===== src/rtl/riscv_muldiv_unit.sv =====
// Iterative RV32M/RV64M multiply/divide unit: shift-add multiply and restoring divide,
// one bit per cycle, with valid/ready handshakes on both request and result sides.
module riscv_muldiv_unit #(
    parameter int XLEN     = 32,
    parameter bit FAST_DIV = 1'b1
) (
    input  logic            clk_i,
    input  logic            rst_i,
    input  logic            valid_i,
    output logic            ready_o,
    input  logic [2:0]      op_i,
    input  logic [XLEN-1:0] rs1_i,
    input  logic [XLEN-1:0] rs2_i,
    input  logic            flush_i,
    output logic            valid_o,
    input  logic            ready_i,
    output logic [XLEN-1:0] result_o,
    output logic            busy_o
);

    localparam int CW = $clog2(XLEN + 1);

    typedef enum logic [1:0] {
        S_IDLE,
        S_MUL,
        S_DIV,
        S_DONE
    } state_t;

    state_t            state_q, state_d;
    logic [CW-1:0]     cnt_q, cnt_d;
    logic [1:0]        op_q, op_d;
    logic              neg_q, neg_d;
    logic              special_q, special_d;
    logic [XLEN-1:0]   hi_q, hi_d;
    logic [XLEN-1:0]   lo_q, lo_d;
    logic [XLEN-1:0]   opb_q, opb_d;
    logic [XLEN-1:0]   result_q, result_d;

    // Request decode: operand signedness, magnitudes and RISC-V divide special cases.
    logic              accept;
    logic              a_signed, b_signed, sa, sb;
    logic [XLEN-1:0]   mag_a, mag_b;
    logic              div_zero, div_ovf;
    logic [XLEN-1:0]   special_res;

    always_comb begin
        accept      = valid_i && (state_q == S_IDLE) && !flush_i;
        a_signed    = op_i[2] ? !op_i[0] : (op_i[1:0] != 2'b11);
        b_signed    = op_i[2] ? !op_i[0] : !op_i[1];
        sa          = a_signed && rs1_i[XLEN-1];
        sb          = b_signed && rs2_i[XLEN-1];
        mag_a       = sa ? -rs1_i : rs1_i;
        mag_b       = sb ? -rs2_i : rs2_i;
        div_zero    = (rs2_i == '0);
        div_ovf     = !op_i[0] && (rs1_i == {1'b1, {(XLEN-1){1'b0}}}) && (rs2_i == '1);
        special_res = '0;
        if (div_zero)
            special_res = op_i[1] ? rs1_i : '1;
        else if (div_ovf)
            special_res = op_i[1] ? '0 : rs1_i;
    end

    // One multiply step: conditional add into the high half, then shift the pair right.
    logic [XLEN:0]     mul_sum;
    logic [XLEN-1:0]   mul_hi, mul_lo;
    logic [2*XLEN-1:0] prod, prod_s;
    logic [XLEN-1:0]   mul_res;

    always_comb begin
        mul_sum = {1'b0, hi_q} + (lo_q[0] ? {1'b0, opb_q} : '0);
        mul_hi  = mul_sum[XLEN:1];
        mul_lo  = {mul_sum[0], lo_q[XLEN-1:1]};
        prod    = {mul_hi, mul_lo};
        prod_s  = neg_q ? -prod : prod;
        mul_res = (op_q == 2'b00) ? prod_s[XLEN-1:0] : prod_s[2*XLEN-1:XLEN];
    end

    // One restoring-divide step; the shifted partial remainder needs XLEN+1 bits.
    logic [XLEN:0]     rem_sh;
    logic              qbit;
    logic [XLEN-1:0]   div_hi, div_lo, div_res;

    always_comb begin
        rem_sh  = {hi_q, lo_q[XLEN-1]};
        qbit    = (rem_sh >= {1'b0, opb_q});
        div_hi  = qbit ? (rem_sh[XLEN-1:0] - opb_q) : rem_sh[XLEN-1:0];
        div_lo  = {lo_q[XLEN-2:0], qbit};
        div_res = op_q[1] ? (neg_q ? -div_hi : div_hi) : (neg_q ? -div_lo : div_lo);
    end

    // NOTE: every signal is given its hold value first so no path leaves it unassigned,
    // which is what keeps this block free of inferred latches.
    always_comb begin
        state_d   = state_q;
        cnt_d     = cnt_q;
        op_d      = op_q;
        neg_d     = neg_q;
        special_d = special_q;
        hi_d      = hi_q;
        lo_d      = lo_q;
        opb_d     = opb_q;
        result_d  = result_q;

        unique case (state_q)
            S_IDLE: begin
                if (accept) begin
                    op_d      = op_i[1:0];
                    cnt_d     = CW'(XLEN);
                    hi_d      = '0;
                    lo_d      = mag_a;
                    opb_d     = mag_b;
                    special_d = 1'b0;
                    if (op_i[2]) begin
                        neg_d     = op_i[1] ? sa : (sa ^ sb);
                        special_d = div_zero || div_ovf;
                        state_d   = S_DIV;
                        if (div_zero || div_ovf) begin
                            result_d = special_res;
                            if (FAST_DIV)
                                state_d = S_DONE;
                        end
                    end else begin
                        neg_d   = sa ^ sb;
                        state_d = S_MUL;
                    end
                end
            end
            S_MUL: begin
                hi_d  = mul_hi;
                lo_d  = mul_lo;
                cnt_d = cnt_q - CW'(1);
                if (cnt_q == CW'(1)) begin
                    result_d = mul_res;
                    state_d  = S_DONE;
                end
            end
            S_DIV: begin
                hi_d  = div_hi;
                lo_d  = div_lo;
                cnt_d = cnt_q - CW'(1);
                if (cnt_q == CW'(1)) begin
                    // Special-case results were captured at accept and must survive the iteration.
                    if (!special_q)
                        result_d = div_res;
                    state_d = S_DONE;
                end
            end
            S_DONE: begin
                if (ready_i)
                    state_d = S_IDLE;
            end
            default: state_d = S_IDLE;
        endcase

        if (flush_i)
            state_d = S_IDLE;
    end

    // NOTE: state registers use non-blocking assignments so every flop samples
    // pre-edge values regardless of block ordering.
    always_ff @(posedge clk_i or posedge rst_i) begin
        if (rst_i) begin
            state_q   <= S_IDLE;
            cnt_q     <= '0;
            op_q      <= '0;
            neg_q     <= 1'b0;
            special_q <= 1'b0;
            hi_q      <= '0;
            lo_q      <= '0;
            opb_q     <= '0;
            result_q  <= '0;
        end else begin
            state_q   <= state_d;
            cnt_q     <= cnt_d;
            op_q      <= op_d;
            neg_q     <= neg_d;
            special_q <= special_d;
            hi_q      <= hi_d;
            lo_q      <= lo_d;
            opb_q     <= opb_d;
            result_q  <= result_d;
        end
    end

    assign ready_o  = (state_q == S_IDLE);
    assign valid_o  = (state_q == S_DONE);
    assign busy_o   = (state_q != S_IDLE);
    assign result_o = result_q;

endmodule


===== config.mk =====
export PLATFORM = sky130hd
export DESIGN_NAME = riscv_muldiv_unit
export DESIGN_NICKNAME = d
export VERILOG_FILES = /design/src/rtl/riscv_muldiv_unit.sv
export SDC_FILE = /design/constraint.sdc
export NUM_CORES = 1
export LEC_CHECK = 0
export BUFFER_PORTS_ARGS = -buffer_cell sky130_fd_sc_hd__buf_2
export CELL_PAD_IN_SITES_DETAIL_PLACEMENT = 0
export CELL_PAD_IN_SITES_GLOBAL_PLACEMENT = 1
export CORE_UTILIZATION = 46
export CTS_CLUSTER_DIAMETER = 40
export CTS_CLUSTER_SIZE = 25
export DETAILED_ROUTE_END_ITERATION = 10
export MAX_ROUTING_LAYER = met4
export PLACE_DENSITY = 0.79
export REMOVE_ABC_BUFFERS = 1
export SETUP_SLACK_MARGIN = 0.2
export SKIP_LAST_GASP = 1
export SLEW_MARGIN = 20
export SYNTH_ARGS = -nofsm -noshare
export SYNTH_HDL_FRONTEND = slang
export SYNTH_SLANG_ARGS = --single-unit

===== constraint.sdc =====
create_clock -name clk_i -period 6.3 [get_ports clk_i]
set_input_delay 0.945 -clock clk_i [delete_from_list [all_inputs] [get_ports clk_i]]
set_output_delay 0.945 -clock clk_i [all_outputs]
set_load 0.1 [all_outputs]

==> results.yml <==
place:
  pre_cts_ws_ns: 0.4548
  dp_hpwl_mm: 48.24
  gp_congestion: 0.9849
  placed_cells: 2731
  io_buffers: 106
  postPlaceCellArea_um2: 17190
grt:
  grt_max_degree: 94
  antenna_found_initial: 0
  grt_pass1_vias: 16390
  grt.overflow.total: 0
  grt_use_total_pct: 36.41
  grt_pass1_wl_mm: 98.47
route:
  routed_via_density: 6.398
  drt-initial-drc-count: 1756
  vias: 17680
  drt_wl_total_mm: 63.64
  wl_per_cell_um: 23.03
  dr.pass1.iters: 8
  ant_nets: 0
  drcViolationCount: 0
yosys:
  yosys-top-cells-count: "nand2_1 (321), o21ai_0 (272), nor2_1 (200), a21oi_1 (159), dfrtp_1 (140)"
  ys_ff_latch: 140
  syn_inst: 2298
  ys_seq_area_share_pct: 21.30
  yosysMostFrequentCell: "nand2_1"
  netlist.area_leader.share_pct: 21.30
  yosysUniqueCellTypes: 93
  synthTopCellsByArea: "dfrtp_1 (21%), o21ai_0 (8.3%), nand2_1 (7.3%)"
  synth-async-reset-ratio_pct: 100.0
  synth_ff_type: "dfrtp_1"
  synth-edff-count: 0
  yosysTopAreaCell: "dfrtp_1"
  synth_area_um2: 16450
  syn_avg_cell_area_um2: 7.157
  yosys_warnings: 0
floorplanning:
  core_um2: 34880
  num_io_pins: 107
  die_area_um2: 36510
  rows: 68
  fp.dieW_um: 191.1
  die_h_um: 191.1
  initial_core_util_pct: 47.14
critical_path:
  r2r_start: "hi_q[2]$_DFFE_PP0P_"
  cp.required_ns: 6.68
  worst-path-max-fanout: 24
  worstSetupEndpointType: "flip-flop"
  crit_type: "flip-flop to flip-flop"
  r2r_cells: 21
  critPathLaunch: "hi_q[2]$_DFFE_PP0P_"
  critical_path_arrival_ns: 6.09
  worstSetupStartpointType: "flip-flop"
cts:
  cts_num_sinks: 140
  cts_buffers: 17
  clock_latency_ns: 0.46
  cts.clk_slew.worst_paths_ns: 0.07
  post-cts-setup-buffer-count: 0
  clk_path_buf_depth: 2
  htreeDepth: 4
  ctsResizeCount: 0
  hold_buffers: 0
  root_buffer: "clkbuf_16"
  cts_tree: "built"
finish:
  diodes: 0
  finalNonFillerCells: 2763
  regArea_um2: 3505
  fin_nets: 2445
  fillers: 3568
  postLayoutCellArea_um2: 17900
  final_core_utilization_pct: 51.31
  drive_gt1_share_pct: 10.27
  area_growth_pct: 8.841
  multiInputGateArea_um2: 12070
power_and_ir_drop:
  p_leak_nw: 7.345
  p_sw_share_pct: 56.90
  finalPower_mw: 9.015
  clkPwrFrac_pct: 13.9
  power_frac_comb_pct: 67.1
  p_sw_mw: 5.130
  p_seq_share_pct: 19.1
  internal_power_mw: 3.885
  power.density_nw_per_um2: 503.7
  irDropWorstVdd_uv: 457.0
timing:
  fin_crit_ns: 5.705
  setup_tns_ns: 0
  timing.final.max_slew_violations: 0
  period_share_pct: 90.56
  finalWorstSetupSlack_ns: 0.5947
  finalHoldViolCount: 0
  setup_viol: 0
  slew_headroom_pct: 32.62
  fin_skew_ns: 0.009626
  tightestPinTransition_ns: 1.010
  max_freq_mhz: 175.3
  timing.hold.ws_ns: 0.4716
  rsz0062_at_grt: "false"
min_path:
  hold_depth: 1
  hold_start: "result_o[2]$_DFFE_PP0P_"
  hold_class: "flip-flop to flip-flop"
run:
  drv_cap: 0
outcome:
  status: "completed"
[worst paths after layout]
check / slack [ns] / end
worst max-delay path: 0.59 / result_o[26]$_DFFE_PP0P_
max in group asynchronous: 4.23 / neg_q$_DFFE_PP0P_
worst min-delay path: 0.47 / result_o[2]$_DFFE_PP0P_
min in group asynchronous: 0.69 / opb_q[4]$_DFFE_PP0P_
worst min register to register: 0.47 / result_o[2]$_DFFE_PP0P_
worst max register to register: 0.59 / result_o[26]$_DFFE_PP0P_
[power groups by stage]
stage / logic (mW) / registers [mW] / clock network, mW
2_1_floorplan: 3.70 / 2.20 / 0
3_3_place_gp: 5.90 / 1.71 / 0
3_5_place_dp: 5.92 / 1.71 / 0
4_1_cts: 5.95 / 1.70 / 1.27
5_1_grt: 6.56 / 1.76 / 1.30
6_report: 6.05 / 1.72 / 1.25
[cell usage in the layout (no fill, tap or decap), types with 12 or more instances in the layout]
master	Yosys	layout
a211o_1	14	14
a211oi_1	27	27
a21o_1	24	24
a21oi_1	159	159
a221oi_1	13	13
a22oi_1	51	51
a31oi_1	29	29
and2_1	21	21
and3_1	20	20
buf_2	9	106
buf_4	2	35
clkbuf_16	0	17
dfrtp_1	140	139
ha_1	76	73
inv_1	66	65
mux2i_1	21	21
nand2_1	321	319
nand3_1	41	41
nand4_1	24	24
nor2_1	200	199
nor2b_1	12	12
nor3_1	54	54
nor4_1	21	20
o211ai_1	25	25
o21a_1	14	14
o21ai_0	272	271
o31ai_1	40	40
or2_2	14	14
or3_1	27	26
or4_1	20	20
xnor2_1	120	120
xor2_1	85	85
[metal layers]
metal	global-route usage (%)	routed length [µm]	vias up
li1	-	-	8343
met1	49.11	28340	8492
met2	55.46	28920	755
met3	4.626	4298	89
met4	13.46	2068	0
met5	-	0	-
[flip-flops by register name (all words and copies together) (netlist names)]
signal,cells
cnt_q,6
hi_q,32
neg_q,1
result_o,32
opb_q,32
lo_q,32
op_q,2
state_q,2
special_q,1
[critical path, stage by stage, from the launching register on]
cell      delay, ns
dfrtp_1        0.47
ha_1           0.39
a21oi_1        0.32
nor2b_1        0.15
o31a_1         0.36
o2111a_1       0.26
or3_2          0.51
buf_4          0.26
nand2_1        0.09
nand2_1        0.10
inv_1          0.07
ha_1           0.20
nand2_1        0.07
nor2_1         0.16
nand3_1        0.15
nor4b_2        0.35
a32oi_1        0.13
or4b_1         0.72
o41ai_1        0.47
xnor2_1        0.16
nand2_1        0.06
a31oi_1        0.16
[final cells by class]
| type | count | share of cell area [%] |
|---|---|---|
| clock buffers | 22 | 2.761 |
| clock inverters | 10 | 1.160 |
| inverters | 69 | 1.475 |
| multi-input cells | 1926 | 67.41 |
| flip-flops and latches | 140 | 19.58 |
| well taps | 455 | 3.180 |
| repair buffers | 141 | 4.432 |
[cells by family (layout without fill, tap and decap cells)]
group                    Yosys count  after routing  synth area share (%)
AND/OR/NAND/NOR                  833            833                 24.22
AO/OA/AOI/OAI                    782            782                 30.17
buffers and inverters            232            242                 5.546
XOR/XNOR                         205            205                 10.92
flip-flops                       140            140                 21.30
adder cells (fa/ha/maj)           78             78                 6.026
multiplexers                      28             28                 1.826
(Power assumes the default switching activity.)
